==> config.mk <==
export PLATFORM = sky130hd
export DESIGN_NAME = qword_bus_controller
export DESIGN_NICKNAME = d
export VERILOG_FILES = /design/src/rtl/qword_bus_controller_pkg.sv /design/src/rtl/qword_bus_controller_increment.sv /design/src/rtl/qword_bus_controller.sv
export SDC_FILE = /design/constraint.sdc
export NUM_CORES = 1
export LEC_CHECK = 0
export ABC_AREA = 1
export CORE_ASPECT_RATIO = 2
export CORE_UTILIZATION = 40
export DETAILED_ROUTE_END_ITERATION = 16
export PLACE_DENSITY = 0.73
export SYNTH_ARGS = -nofsm -noshare
export SYNTH_HDL_FRONTEND = slang
export SYNTH_HIERARCHICAL = 1
export SYNTH_SLANG_ARGS = --single-unit
==> constraint.sdc <==
create_clock -name clk_i -period 5.4 [get_ports clk_i]
set_clock_uncertainty 0.1 [all_clocks]
set_input_delay 1.08 -clock clk_i [delete_from_list [all_inputs] [get_ports clk_i]]
set_output_delay 1.08 -clock clk_i [all_outputs]
set_load 0.1 [all_outputs]
==> src/rtl/qword_bus_controller_pkg.sv <==
// Shared widths and state encoding for the qword bus controller.
package qword_bus_controller_pkg;

    localparam int BUS_DATA_WIDTH_SHIFT = 4;
    localparam int BUS_DATA_WIDTH       = 128;
    localparam int MEM_WORD_SHIFT       = 2;
    localparam int MEM_DATA_WIDTH       = 32;
    localparam int BEATS_PER_QWORD      = 4;
    localparam int BEAT_WIDTH           = $clog2(BEATS_PER_QWORD);

    typedef enum logic [1:0] {
        ST_IDLE    = 2'd0,
        ST_XFER    = 2'd1,
        ST_ACK     = 2'd2,
        ST_RELEASE = 2'd3
    } state_t;

endpackage

==> src/rtl/qword_bus_controller_increment.sv <==
// Plain binary increment with carry-out; the carry doubles as a wrap flag.
module qword_bus_controller_increment #(
    parameter int DATA_WIDTH = 2
) (
    input  logic [DATA_WIDTH-1:0] data_i,
    output logic [DATA_WIDTH-1:0] data_o,
    output logic                  carry_o
);

    // carry_o is set when data_i is all ones (the increment wraps to zero)
    assign {carry_o, data_o} = {1'b0, data_i} + {{DATA_WIDTH{1'b0}}, 1'b1};

endmodule

==> src/rtl/qword_bus_controller.sv <==
// Serializes one 128-bit cache transfer into four 32-bit word accesses.
//
// state      | meaning
// -----------+-------------------------------------------------------
// ST_IDLE    | waiting for a cache request; accepts it the cycle seen
// ST_XFER    | issuing word beat 0..3, advancing on mem_ready_i
// ST_ACK     | one-cycle completion pulse to the cache
// ST_RELEASE | waiting for the cache to drop bus_valid_i
module qword_bus_controller
    import qword_bus_controller_pkg::*;
#(
    parameter int BUS_ADDRESS_WIDTH = 20
) (
    input  logic                                          clk_i,
    input  logic                                          rst_i,
    input  logic [BUS_ADDRESS_WIDTH-BUS_DATA_WIDTH_SHIFT-1:0] bus_addr_i,
    input  logic [BUS_DATA_WIDTH-1:0]                     bus_data_i,
    input  logic                                          bus_we_i,
    input  logic                                          bus_valid_i,
    output logic                                          bus_valid_o,
    output logic [BUS_DATA_WIDTH-1:0]                     bus_data_o,
    output logic                                          mem_req_o,
    output logic [BUS_ADDRESS_WIDTH-MEM_WORD_SHIFT-1:0]   mem_addr_o,
    output logic                                          mem_we_o,
    output logic [MEM_DATA_WIDTH-1:0]                     mem_data_o,
    input  logic                                          mem_ready_i,
    input  logic [MEM_DATA_WIDTH-1:0]                     mem_data_i
);

    localparam int QADDR_WIDTH = BUS_ADDRESS_WIDTH - BUS_DATA_WIDTH_SHIFT;

    state_t                  state_q, state_d;
    logic [BEAT_WIDTH-1:0]   beat_q, beat_d;
    logic [QADDR_WIDTH-1:0]  qaddr_q, qaddr_d;
    logic [BUS_DATA_WIDTH-1:0] wdata_q, wdata_d;
    logic                    we_q, we_d;
    logic [BUS_DATA_WIDTH-1:0] stage_q, stage_d;
    logic [BUS_DATA_WIDTH-1:0] rdata_q, rdata_d;
    logic [BEAT_WIDTH-1:0]   beat_inc;
    logic                    beat_last;

    qword_bus_controller_increment #(
        .DATA_WIDTH (BEAT_WIDTH)
    ) u_beat_inc (
        .data_i  (beat_q),
        .data_o  (beat_inc),
        .carry_o (beat_last)
    );

    // Next-state logic; request fields are latched only on acceptance so later bus changes are ignored
    always_comb begin
        state_d = state_q;
        beat_d  = beat_q;
        qaddr_d = qaddr_q;
        wdata_d = wdata_q;
        we_d    = we_q;
        stage_d = stage_q;
        rdata_d = rdata_q;
        case (state_q)
            ST_IDLE: begin
                if (bus_valid_i) begin
                    qaddr_d = bus_addr_i;
                    wdata_d = bus_data_i;
                    we_d    = bus_we_i;
                    beat_d  = '0;
                    state_d = ST_XFER;
                end
            end
            ST_XFER: begin
                if (mem_ready_i) begin
                    if (!we_q) begin
                        stage_d[beat_q*MEM_DATA_WIDTH +: MEM_DATA_WIDTH] = mem_data_i;
                    end
                    beat_d = beat_inc;
                    if (beat_last) begin
                        state_d = ST_ACK;
                        // publish the whole qword at once so the cache never sees partial data
                        if (!we_q) begin
                            rdata_d = stage_d;
                        end
                    end
                end
            end
            ST_ACK: begin
                state_d = ST_RELEASE;
            end
            ST_RELEASE: begin
                if (!bus_valid_i) begin
                    state_d = ST_IDLE;
                end
            end
            default: begin
                state_d = ST_IDLE;
            end
        endcase
    end

    // State and datapath registers with synchronous reset
    always_ff @(posedge clk_i) begin
        if (rst_i) begin
            state_q <= ST_IDLE;
            beat_q  <= '0;
            qaddr_q <= '0;
            wdata_q <= '0;
            we_q    <= 1'b0;
            stage_q <= '0;
            rdata_q <= '0;
        end else begin
            state_q <= state_d;
            beat_q  <= beat_d;
            qaddr_q <= qaddr_d;
            wdata_q <= wdata_d;
            we_q    <= we_d;
            stage_q <= stage_d;
            rdata_q <= rdata_d;
        end
    end

    // Outputs decoded from registered state only; no input reaches an output combinationally
    always_comb begin
        mem_req_o   = (state_q == ST_XFER);
        mem_we_o    = (state_q == ST_XFER) && we_q;
        mem_addr_o  = {qaddr_q, beat_q};
        mem_data_o  = wdata_q[beat_q*MEM_DATA_WIDTH +: MEM_DATA_WIDTH];
        bus_valid_o = (state_q == ST_ACK);
        bus_data_o  = rdata_q;
    end

endmodule

; ---- After elaboration in Yosys (flattened, before gate mapping)
; Cells that the tools add are included.
[word_totals]
regBits = 405
input_bits = 181
out_inout_bits = 181
[classes]
n_addsub = 2
eq_ne = 7
n_shift = 3
muxes = 10
n_bitwise = 1
reduce_logical = 8
[ops]
columns = cell, n
row1 = $bwmux W128, 1
row2 = $mux W128, 1
row3 = $shift A32 B34 Y128 const A, 1
row4 = $shiftx A128 B8 Y32, 1
row5 = $shiftx A32 B34 Y128, 1
row6 = $neg A7 Y34, 1
row7 = $mux W2, 6
row8 = $pmux W2 S4, 1
row9 = $reduce_and A4 Y1, 2
row10 = $eq A2 B2 Y1 const B, 2
row11 = $ne A2 B1 Y1 const B, 2
row12 = $ne A2 B2 Y1 const B, 2
row13 = $pmux W2 S2, 1
row14 = $reduce_and A2 Y1, 2
row15 = $add A2 B1 Y3 const B, 1
row16 = $reduce_and A3 Y1, 1
row17 = $eq A2 B1 Y1 const B, 1
row18 = $logic_not A2 Y1, 1
row19 = $reduce_bool A2 Y1, 1
row20 = $logic_and A1 B1 Y1, 1
row21 = $not A1 Y1, 1

; ---- Longest topological paths before layout
; Gate-level depths: netlist (run 1).
[depth]
word_depth = 4
ltp_mapped = 12

; ---- Modules after synthesis
; The synthesis (run 1) kept the hierarchy.
[modules_own_cells]
columns = mod, n_inst, cells_each, area_per_inst_um2, seq_area_each_um2
row1 = qword_bus_controller, 1, 2951, 18773.0, 8107.8
row2 = qword_bus_controller_increment, 1, 2, 16.3, 0.0

; ---- Worst setup path before layout (run 1)
; Ideal clock, no wire load.
[synth_timing]
path_type = reg-to-output
start = register beat_q[0]
end = output mem_data_o[0]
t_arrival_ns = 3.268
required_time_ns = 4.220
slack_ns = 0.952
path_stages_with_launch = 5
n_path_buf = 2
cell_sequence = dfxtp_1 -> buf_2 -> clkbuf_1 -> nor2_1 -> o22ai_1
[synth_via]
elab_chain_len = 1
[synth_lines]
columns = item, line_no
row1 = start: declaration, qword_bus_controller.sv:33  ; logic [BEAT_WIDTH-1:0] beat_q, beat_d;
row2 = start signal: assignment, qword_bus_controller.sv:110  ; beat_q <= beat_d;
row3 = $shiftx A128 B8 Y32, qword_bus_controller.sv:124  ; mem_data_o = wdata_q[beat_q*MEM_DATA_WIDTH +: MEM_DATA_WIDTH];
row4 = end: declaration, qword_bus_controller.sv:25  ; output logic [MEM_DATA_WIDTH-1:0] mem_data_o,
; Every way passes these cells.

; ---- Worst setup path after layout (run 1)
[layout_timing]
start = register beat_q[0]
end = output mem_addr_o[0]
[layout_lines]
columns = item, line_no
row1 = end: declaration, qword_bus_controller.sv:23  ; output logic [BUS_ADDRESS_WIDTH-MEM_WORD_SHIFT-1:0] mem_addr_o,
; No word-level cell between the ends.

==> flow_summary.ini, run 1 <==
[outcome]
status = complete, no violations

[flow_run]
cap_viol_max_count = 0

[sta]
max_slew_margin = 0.203
whs_ps = 375
setup_violations = 0
fmax_mhz = 248
worst_pin_slew_ps = 1190
min_period_over_period = 0.746
rsz0062_at_grt = no
setup_tns_ps = 0
min_period_ps = 4030
finalHoldViolCount = 0
drv_slew = 0

[place]
dpl.hpwl_um = 40000
gp_congestion = 0.883
port_buffers = 361
placed_cell_area_um2 = 22300

[synthesis]
syn_inst = 2953
syn_area_um2 = 18800
yosys.area.top_type = dfxtp_1
synth_nets = 3144
yosys_warnings = 6
ys_ff_latch = 405
ys_top_cells_by_area = dfxtp_1 (43%), nor2_1 (19%), nand2_1 (11%)
synth_top_cell_area_share = 0.432
ys_seq_area_frac = 0.432
yosys.cell_types.count = 20
avgSynthCellArea_um2 = 6.36

[global_route]
gr-max-usage-layer = met2
overflow = 0
grt_start_max_net_pins = 204
met2_usage = 0.443
grt.met1_usage = 0.256
antenna_found_initial = 8
grt_pass1_wl_um = 90300
grt_use_met3 = 0.0458
track_usage = 0.243
grt_pass1_vias = 16837

[floorplanning]
core_um2 = 46500
io_pins = 362
die_h_um = 309
die_w_um = 155
row_count = 112
start_util = 0.404
die_area_um2 = 47900

[routing]
wl_per_cell_um = 15.2
viasPerCell = 4.78
drtIter0Drc = 1403
first_pass_iters = 7
drcViolationCount = 0
routed_wl_um = 58700
ant_nets = 0
vias = 18422

[final_layout]
fin_nets = 3383
final_cell_area_um2 = 23600
drive_gt1_frac = 0.0425
syn2layout_area_growth_pct = 25.7
fillers = 4733

[clocking]
numCtsBuffers = 39
cts_root_buf = clkbuf_16
cts_tree = yes
cts_hold_buf = 0
cts_setup_buffers = 0
clock-sinks = 405
cts_buffer_depth = 3
postCtsResizedCells = 0
clkSlewWorstSetupHoldPaths_ps = 70
ctsHtreeMaxLevel = 2
clkLatencyLatePin_ps = 560

[power_and_ir_drop]
p_per_area_nw_per_um2 = 477
peakVddDrop_mv = 0.412
p_leak_nw = 10.8

[critical_path]
critPathLaunchType = register
worstPathRequired_ps = 4220
crit_path_end_kind = output pin
worst_r2r_path_depth = 9
critPathKind = register to output pin
arrival_ps = 2850
worstPathMaxFanout = 72

[min_path]
hold_depth = 2
hp-class = register to register
==> worst paths after layout <==
| check | from | end | slack [ps] |
|---|---|---|---|
| max | beat_q[0] | mem_addr_o[0] | 1370 |
| max reg2reg | beat_q[0] | bus_data_o[57] | 1970 |
| min | wdata_q[64] | wdata_q[64] | 370 |
| min reg2reg | wdata_q[64] | wdata_q[64] | 370 |
==> flip-flops by register name, summed over array words and instances, names as in the netlist <==
register and count:
wdata_q 128, beat_q 2, qaddr_q 16, we_q 1
stage_q 128, bus_data_o 128, state_q 2
==> synth_stat cells, drive strengths merged <==
cell type,instances
dfxtp,405
o22ai,32
buf,127
nor2,976
inv,305
clkbuf,61
nand2,569
o21ai,209
ha,10
a21oi,3
nand3,256
==> per-layer routing <==
layer / vias to the layer above / wire [µm]
li1: 9475 / -
met1: 8166 / 21300
met2: 630 / 29600
met3: 139 / 4020
met4: 12 / 3590
met5: - / 82
==> report_power, final <==
part           leakage (nW)  switching [W]  internal [W]
combinational          6.82        0.00347       0.00118
clock                 0.638        0.00122       0.00158
sequential             3.31       0.000271       0.00354
total                  10.8        0.00497       0.00630
==> cells by family (layout without fill, tap and decap cells) <==
group,count (synthesis),in the layout,share of synthesized area
AND/OR/NAND/NOR,1801,1801,0.378
flip-flops,405,405,0.432
AO/OA/AOI/OAI,244,244,0.0671
other,0,2,0
buffers and inverters,493,761,0.117
adder cells (fa/ha/maj),10,10,0.00666
==> placed cells by master, fill, tap and decap left out, drive strengths merged <==
cell type / synthesis / routed
bufinv: 0 / 1
dfxtp: 405 / 405
o22ai: 32 / 32
clkdlybuf4s50: 0 / 326
ha: 10 / 10
inv: 305 / 305
nand2: 569 / 569
o21ai: 209 / 209
diode: 0 / 2
nand3: 256 / 256
clkinv: 0 / 8
buf: 127 / 59
a21oi: 3 / 3
nor2: 976 / 976
clkbuf: 61 / 61
clkinvlp: 0 / 1
==> worst max-delay path, cell delays in order (launching register included) <==
cell and delay (ps):
dfxtp_2 330, buf_4 600, clkdlybuf4s50_1 1340
==> per-stage QoR <==
| step | power [W] | utilization | setup slack (ps) | instances |
|---|---|---|---|---|
| 2_1_floorplan | 0.00742 | - | 952 | 2953 |
| 3_3_place_gp | 0.00847 | 0.480 | 1860 | 3778 |
| 3_5_place_dp | 0.00853 | 0.480 | 1850 | 3778 |
| 4_1_cts | 0.0114 | 0.507 | 1340 | 3848 |
| 5_1_grt | 0.0119 | 0.508 | 1280 | 3849 |
| 6_report | 0.0113 | 0.508 | 1370 | 3850 |
==> area by class of cell <==
class	instances	area, µm²	area share
Inverter	305	1150	0.0489
Multi-Input combinational cell	2055	8500	0.360
Tap cell	627	785	0.0332
Antenna cell	2	5.00	0.000212
Timing Repair Buffer	386	3770	0.160
Clock buffer	60	1200	0.0507
Clock inverter	10	96.3	0.00408
Sequential cell	405	8110	0.343
Power figures use the tool's default switching activity.
==> run 2, diff against run 1 <==
==> constraint.sdc (replaced) <==
create_clock -name clk_i -period 4.1 [get_ports clk_i]
set_clock_uncertainty 0.1 [all_clocks]
set_input_delay 0.82 -clock clk_i [delete_from_list [all_inputs] [get_ports clk_i]]
set_output_delay 0.82 -clock clk_i [all_outputs]
set_load 0.1 [all_outputs]
==> run 2 against run 1 <==
Critical endpoint is now mem_data_o[1]. Sequential cell count unchanged. Sequential power increased by 32%. Core utilization increased by 1.2 points. Worst hold slack got worse by 1.9 ps. Largest cell class unchanged. Total power increased by 36%. Cell count about the same. Highest routed layer unchanged. Sequential share of layout area decreased by 0.80 points. First-iteration DRC count decreased by 15%. Via count increased by 1.6%. Count of clock-buffer cells in the layout decreased by 9. Worst setup slack got worse by 580 ps.
==> flow_summary.ini, run 2 (synthesis gave the netlist of run 1 again) <==
[clocking]
ctsHtreeMaxLevel = 2
cts_hold_buf = 0
clkLatencyLatePin_ps = 550
cts_root_buf = clkbuf_16
cts_tree = yes
cts_setup_buffers = 0
clkSlewWorstSetupHoldPaths_ps = 60
numCtsBuffers = 38
cts_buffer_depth = 3
clock-sinks = 405
postCtsResizedCells = 0

[place]
gp_congestion = 0.958
port_buffers = 361
dpl.hpwl_um = 43800

[min_path]
hold_depth = 2
hp-class = register to register

[final_layout]
ff_latch_area_um2 = 8110
fin_nets = 3388
drive_gt1_frac = 0.0531
final_common_cell = nor2_1
final_cell_mix = nor2_1 (971), nand2_1 (565), dfxtp_1 (404)
syn2layout_area_growth_pct = 28.7
multi_input_area_um2 = 8700
fillers = 4647

[floorplanning]
die_area_um2 = 47900
die_w_um = 155
row_count = 112
io_pins = 362
die_h_um = 309
core_um2 = 46500
start_util = 0.404

[routing]
routed_wl_um = 62800
ant_nets = 0
viasPerCell = 4.86
drtIter0Drc = 1186
first_pass_iters = 6
vias = 18711
wl_per_cell_um = 16.3
drcViolationCount = 0

[sta]
setup_tns_ps = 0
max_slew_margin = 0.246
min_period_over_period = 0.807
rsz0062_at_grt = no
finalHoldViolCount = 0
setup_violations = 0
drv_slew = 0
worst_pin_slew_ps = 1130
min_period_ps = 3310
fmax_mhz = 302

[power_and_ir_drop]
pwr-share-clk = 0.223
internal_power_w = 0.00864
totalPowerFinal_w = 0.0154
sw_frac_of_total = 0.438
p_leak_nw = 11.0
peakVddDrop_mv = 0.533
switchingPower_w = 0.00674
seq_power_share = 0.327
p_per_area_nw_per_um2 = 636
combinationalPowerShare = 0.450

[critical_path]
critPathKind = register to output pin
crit_family = buffers and inverters
crit_path_top_delay_cell = buf_4
worstPathRequired_ps = 3180
worstPathMaxFanout = 72
arrival_ps = 2390
crit_path_end_kind = output pin
path_cells = buf_4 -> o21ai_0 -> o22ai_2 -> buf_12
critPathLaunchType = register
cp.depth = 4
worst_r2r_path_depth = 9
slowest_delay_ps = 620
cp_num_buf_inv = 2

[global_route]
grt_start_max_net_pins = 182
grt_pass1_vias = 17272
track_usage = 0.261
overflow = 0
grt_pass1_wl_um = 96100
antenna_found_initial = 6

[flow_run]
cap_viol_max_count = 0

[outcome]
status = complete, no violations
## run 2: changes by cell type in the layout (fill, tap and decap cells not counted), sizes merged
cell and change:
buf +10, clkbuf -9, clkdlybuf4s50 -4, clkinv +7, diode -1, inv -2
## run 2: layer usage
layer | global-route usage | wire [µm] | vias to the layer above
li1 | - | - | 9475
met1 | 0.267 | 22100 | 8389
met2 | 0.477 | 32100 | 667
met3 | 0.0483 | 3950 | 170
met4 | 0.176 | 4550 | 10
met5 | 0 | 69 | -
## run 2: worst paths after layout
check / to / start / slack, ps
setup / recovery: mem_data_o[1] / beat_q[0] / 790
hold / removal: wdata_q[49] / wdata_q[49] / 370
setup reg to reg: bus_data_o[116] / beat_q[0] / 1090
hold reg to reg: wdata_q[49] / wdata_q[49] / 370
## run 2: power by group through the flow
stage / Combinational (W) / Sequential, W / Clock, W
finish: 0.00692 / 0.00503 / 0.00343
global route: 0.00746 / 0.00512 / 0.00367
CTS: 0.00694 / 0.00502 / 0.00352
detailed placement: 0.00691 / 0.00511 / 0
global placement: 0.00685 / 0.00509 / 0
floorplan: 0.00438 / 0.00555 / 0
## run 2: stage by stage
stage                     instances  utilization  hold slack [ps]  area, µm²  setup slack (ps)
after floorplan                2953            -              349      19000               525
after global placement         3784        0.495              355      23000              1200
after detailed placement       3784        0.495              365      23000              1170
after CTS                      3850        0.520              379      24200               777
after global routing           3851        0.520              400      24200               671
final                          3851        0.520              373      24200               791
## run 2: layout make-up
type                    count  share of cell area
clock inverters            15             0.00533
clock buffers              51              0.0422
well taps                 627              0.0324
repair buffers            392               0.177
multi-input cells        2055               0.360
inverters                 305              0.0478
diodes                      1            0.000103
flip-flops and latches    405               0.335
## run 2: worst register-to-register path, cell delays in order, from the launching register on
cell and delay [ps]:
dfxtp_2 330, clkinv_2 70, ha_1 210, inv_1 800, nand2_1 300, nor2_1 770, nand2_1 180, nand3_1 110
nand2_1 60, inv_1 50
==> run 3, diff against run 2 <==
--- a/config.mk
+++ b/config.mk
@@ -9,7 +9,7 @@
 export CORE_ASPECT_RATIO = 2
 export CORE_UTILIZATION = 40
 export DETAILED_ROUTE_END_ITERATION = 16
-export PLACE_DENSITY = 0.73
+export PLACE_DENSITY = 0.76
 export SYNTH_ARGS = -nofsm -noshare
 export SYNTH_HDL_FRONTEND = slang
 export SYNTH_HIERARCHICAL = 1
==> constraint.sdc (replaced) <==
create_clock -name clk_i -period 2.68 [get_ports clk_i]
set_clock_uncertainty 0.1 [all_clocks]
set_input_delay 0.536 -clock clk_i [delete_from_list [all_inputs] [get_ports clk_i]]
set_output_delay 0.536 -clock clk_i [all_outputs]
set_load 0.1 [all_outputs]
==> run 3 against run 2 <==
Total power is 61% higher. First-iteration DRC count is 10% higher. Register-to-register slack worse by 640 ps. Critical path type unchanged. Critical endpoint is now mem_data_o[6]. Largest cell class unchanged.
==> flow_summary.ini, run 3 (synthesis gave the netlist of run 1 again) <==
[outcome]
status = complete, no violations

[place]
place_ws_ps = 345
dpl.hpwl_um = 43300
gp_congestion = 0.907
port_buffers = 361

[critical_path]
critPathKind = register to output pin
slowest_delay_ps = 380
arrival_ps = 1960
path_common_cell = buf_12
worstPathMaxFanout = 64
critPathLaunchType = register
worst_r2r_path_depth = 10
r2r_setup_slack_ps = 450
path_cells = clkinv_2 -> buf_12 -> o21ai_0 -> o22ai_4 -> buf_12
crit_path_end_kind = output pin
crit_path_top_delay_cell = dfxtp_2
worstReg2RegStart = beat_q[0]
r2r-end = bus_data_o[22]
worstPathRequired_ps = 2040

[floorplanning]
die_area_um2 = 47900
io_pins = 362
start_util = 0.404
die_h_um = 309
core_um2 = 46500
row_count = 112
die_w_um = 155

[final_layout]
final_common_cell = nor2_1
ff_latch_area_um2 = 8110
fillers = 4564
syn2layout_area_growth_pct = 31.2
final_cell_mix = nor2_1 (970), nand2_1 (565), dfxtp_1 (403)
drive_gt1_frac = 0.107
fin_util = 0.530
fin_nets = 3415
multi_input_area_um2 = 8930

[routing]
first_pass_iters = 5
drtIter0Drc = 1306
drcViolationCount = 0
wl_per_cell_um = 15.5
viasPerCell = 4.82
vias = 18724
ant_nets = 0
routed_wl_um = 60000

[power_and_ir_drop]
p_per_area_nw_per_um2 = 1000
internal_power_w = 0.0141
combinationalPowerShare = 0.457
sw_frac_of_total = 0.430
p_leak_nw = 11.5
seq_power_share = 0.312
switchingPower_w = 0.0106
pwr-share-clk = 0.231
peakVddDrop_mv = 1.11

[min_path]
hp-start = rst_i
hold_depth = 4
min_to = bus_data_o[116]
hp-class = primary input to register

[global_route]
track_usage = 0.249
overflow = 0
grt_start_max_net_pins = 136
antenna_found_initial = 2
grt_pass1_vias = 17553
grt_pass1_wl_um = 93400

[clocking]
clkLatencyLatePin_ps = 550
ctsHtreeMaxLevel = 2
cts_root_buf = clkbuf_16
clkSlewWorstSetupHoldPaths_ps = 60
numCtsBuffers = 38
clock-sinks = 405
cts_buffer_depth = 3
cts_tree = yes
cts_hold_buf = 0
cts_setup_buffers = 0

[sta]
timing.final.ws_setup_ps = 88.8
min_period_ps = 2590
max_slew_margin = 0.500
fmax_mhz = 386
worst_pin_slew_ps = 747
setup_violations = 0
finalHoldViolCount = 0
drv_slew = 0
min_period_over_period = 0.967

[flow_run]
cap_viol_max_count = 0
==> run 3: cell types whose count changed in the layout (fill, tap and decap cells not counted), moves of 2 or more <==
cell,before,now
buf_12,42,60
buf_4,27,178
bufinv_16,1,3
clkbuf_1,12,9
clkbuf_8,1,11
clkdlybuf4s50_1,322,179
clkinv_2,12,4
o21ai_0,199,189
o21ai_1,10,20
o22ai_2,32,1
o22ai_4,0,31
==> run 3: timing repair <==
item | 4_1_cts | 5_1_grt
pin swaps | 0 | 0
endpoints found under the setup margin | 3 | 16
gates cloned | 0 | 0
gates resized for setup | 3 | 9
==> run 3: how the worst max path moves through the flow <==
stage                      startpoint        endpoint  slack, ps  depth (start not counted)
final                       beat_q[0]   mem_data_o[6]         90                          5
after global routing        beat_q[0]  mem_data_o[22]         -2                          5
after CTS                   beat_q[1]   mem_data_o[7]          6                          5
after detailed placement  mem_ready_i  bus_data_o[76]        350                          9
after global placement    mem_ready_i  bus_data_o[78]        380                          9
after floorplan             beat_q[0]   mem_data_o[0]       -160                          4
==> run 3: metrics by stage <==
stage          setup TNS, ps  cell area [µm²]  hold slack, ps  total power [W]  instances
2_1_floorplan           -161            19200             349           0.0156       2953
3_3_place_gp               0            23300             355           0.0189       3811
3_5_place_dp               0            23300             366           0.0191       3811
4_1_cts                    0            24600             249           0.0249       3879
5_1_grt                -2.06            24600             275           0.0260       3881
6_report                   0            24600             270           0.0247       3881
==> run 3: worst max-delay path, delay by kind of cell, from the launching register on <==
kind	cells	cell delay [ps]
AO/OA/AOI/OAI	2	460
flip-flops	1	380
buffers and inverters	3	520
==> run 3: layout make-up <==
cell class              instances  share of cell area
multi-input cells            2055               0.362
flip-flops and latches        405               0.329
repair buffers                419               0.177
inverters                     305              0.0469
clock buffers                  58              0.0465
well taps                     627              0.0318
clock inverters                10             0.00645
diodes                          2            0.000203
==> run 3: power by group through the flow <==
stage | Clock (W) | Sequential, W | Combinational (W)
after floorplan | 0 | 0.00849 | 0.00713
after global placement | 0 | 0.00777 | 0.0112
after detailed placement | 0 | 0.00782 | 0.0113
after CTS | 0.00587 | 0.00770 | 0.0113
after global routing | 0.00608 | 0.00784 | 0.0121
final | 0.00572 | 0.00771 | 0.0113
==> run 3: layer usage <==
metal | GRT usage | vias to the layer above | share of wire
met4 | 0.143 | 0 | 0.058
met5 | 0 | - | 0
met2 | 0.470 | 632 | 0.52
met1 | 0.251 | 8412 | 0.35
met3 | 0.0499 | 144 | 0.068
li1 | - | 9536 | -
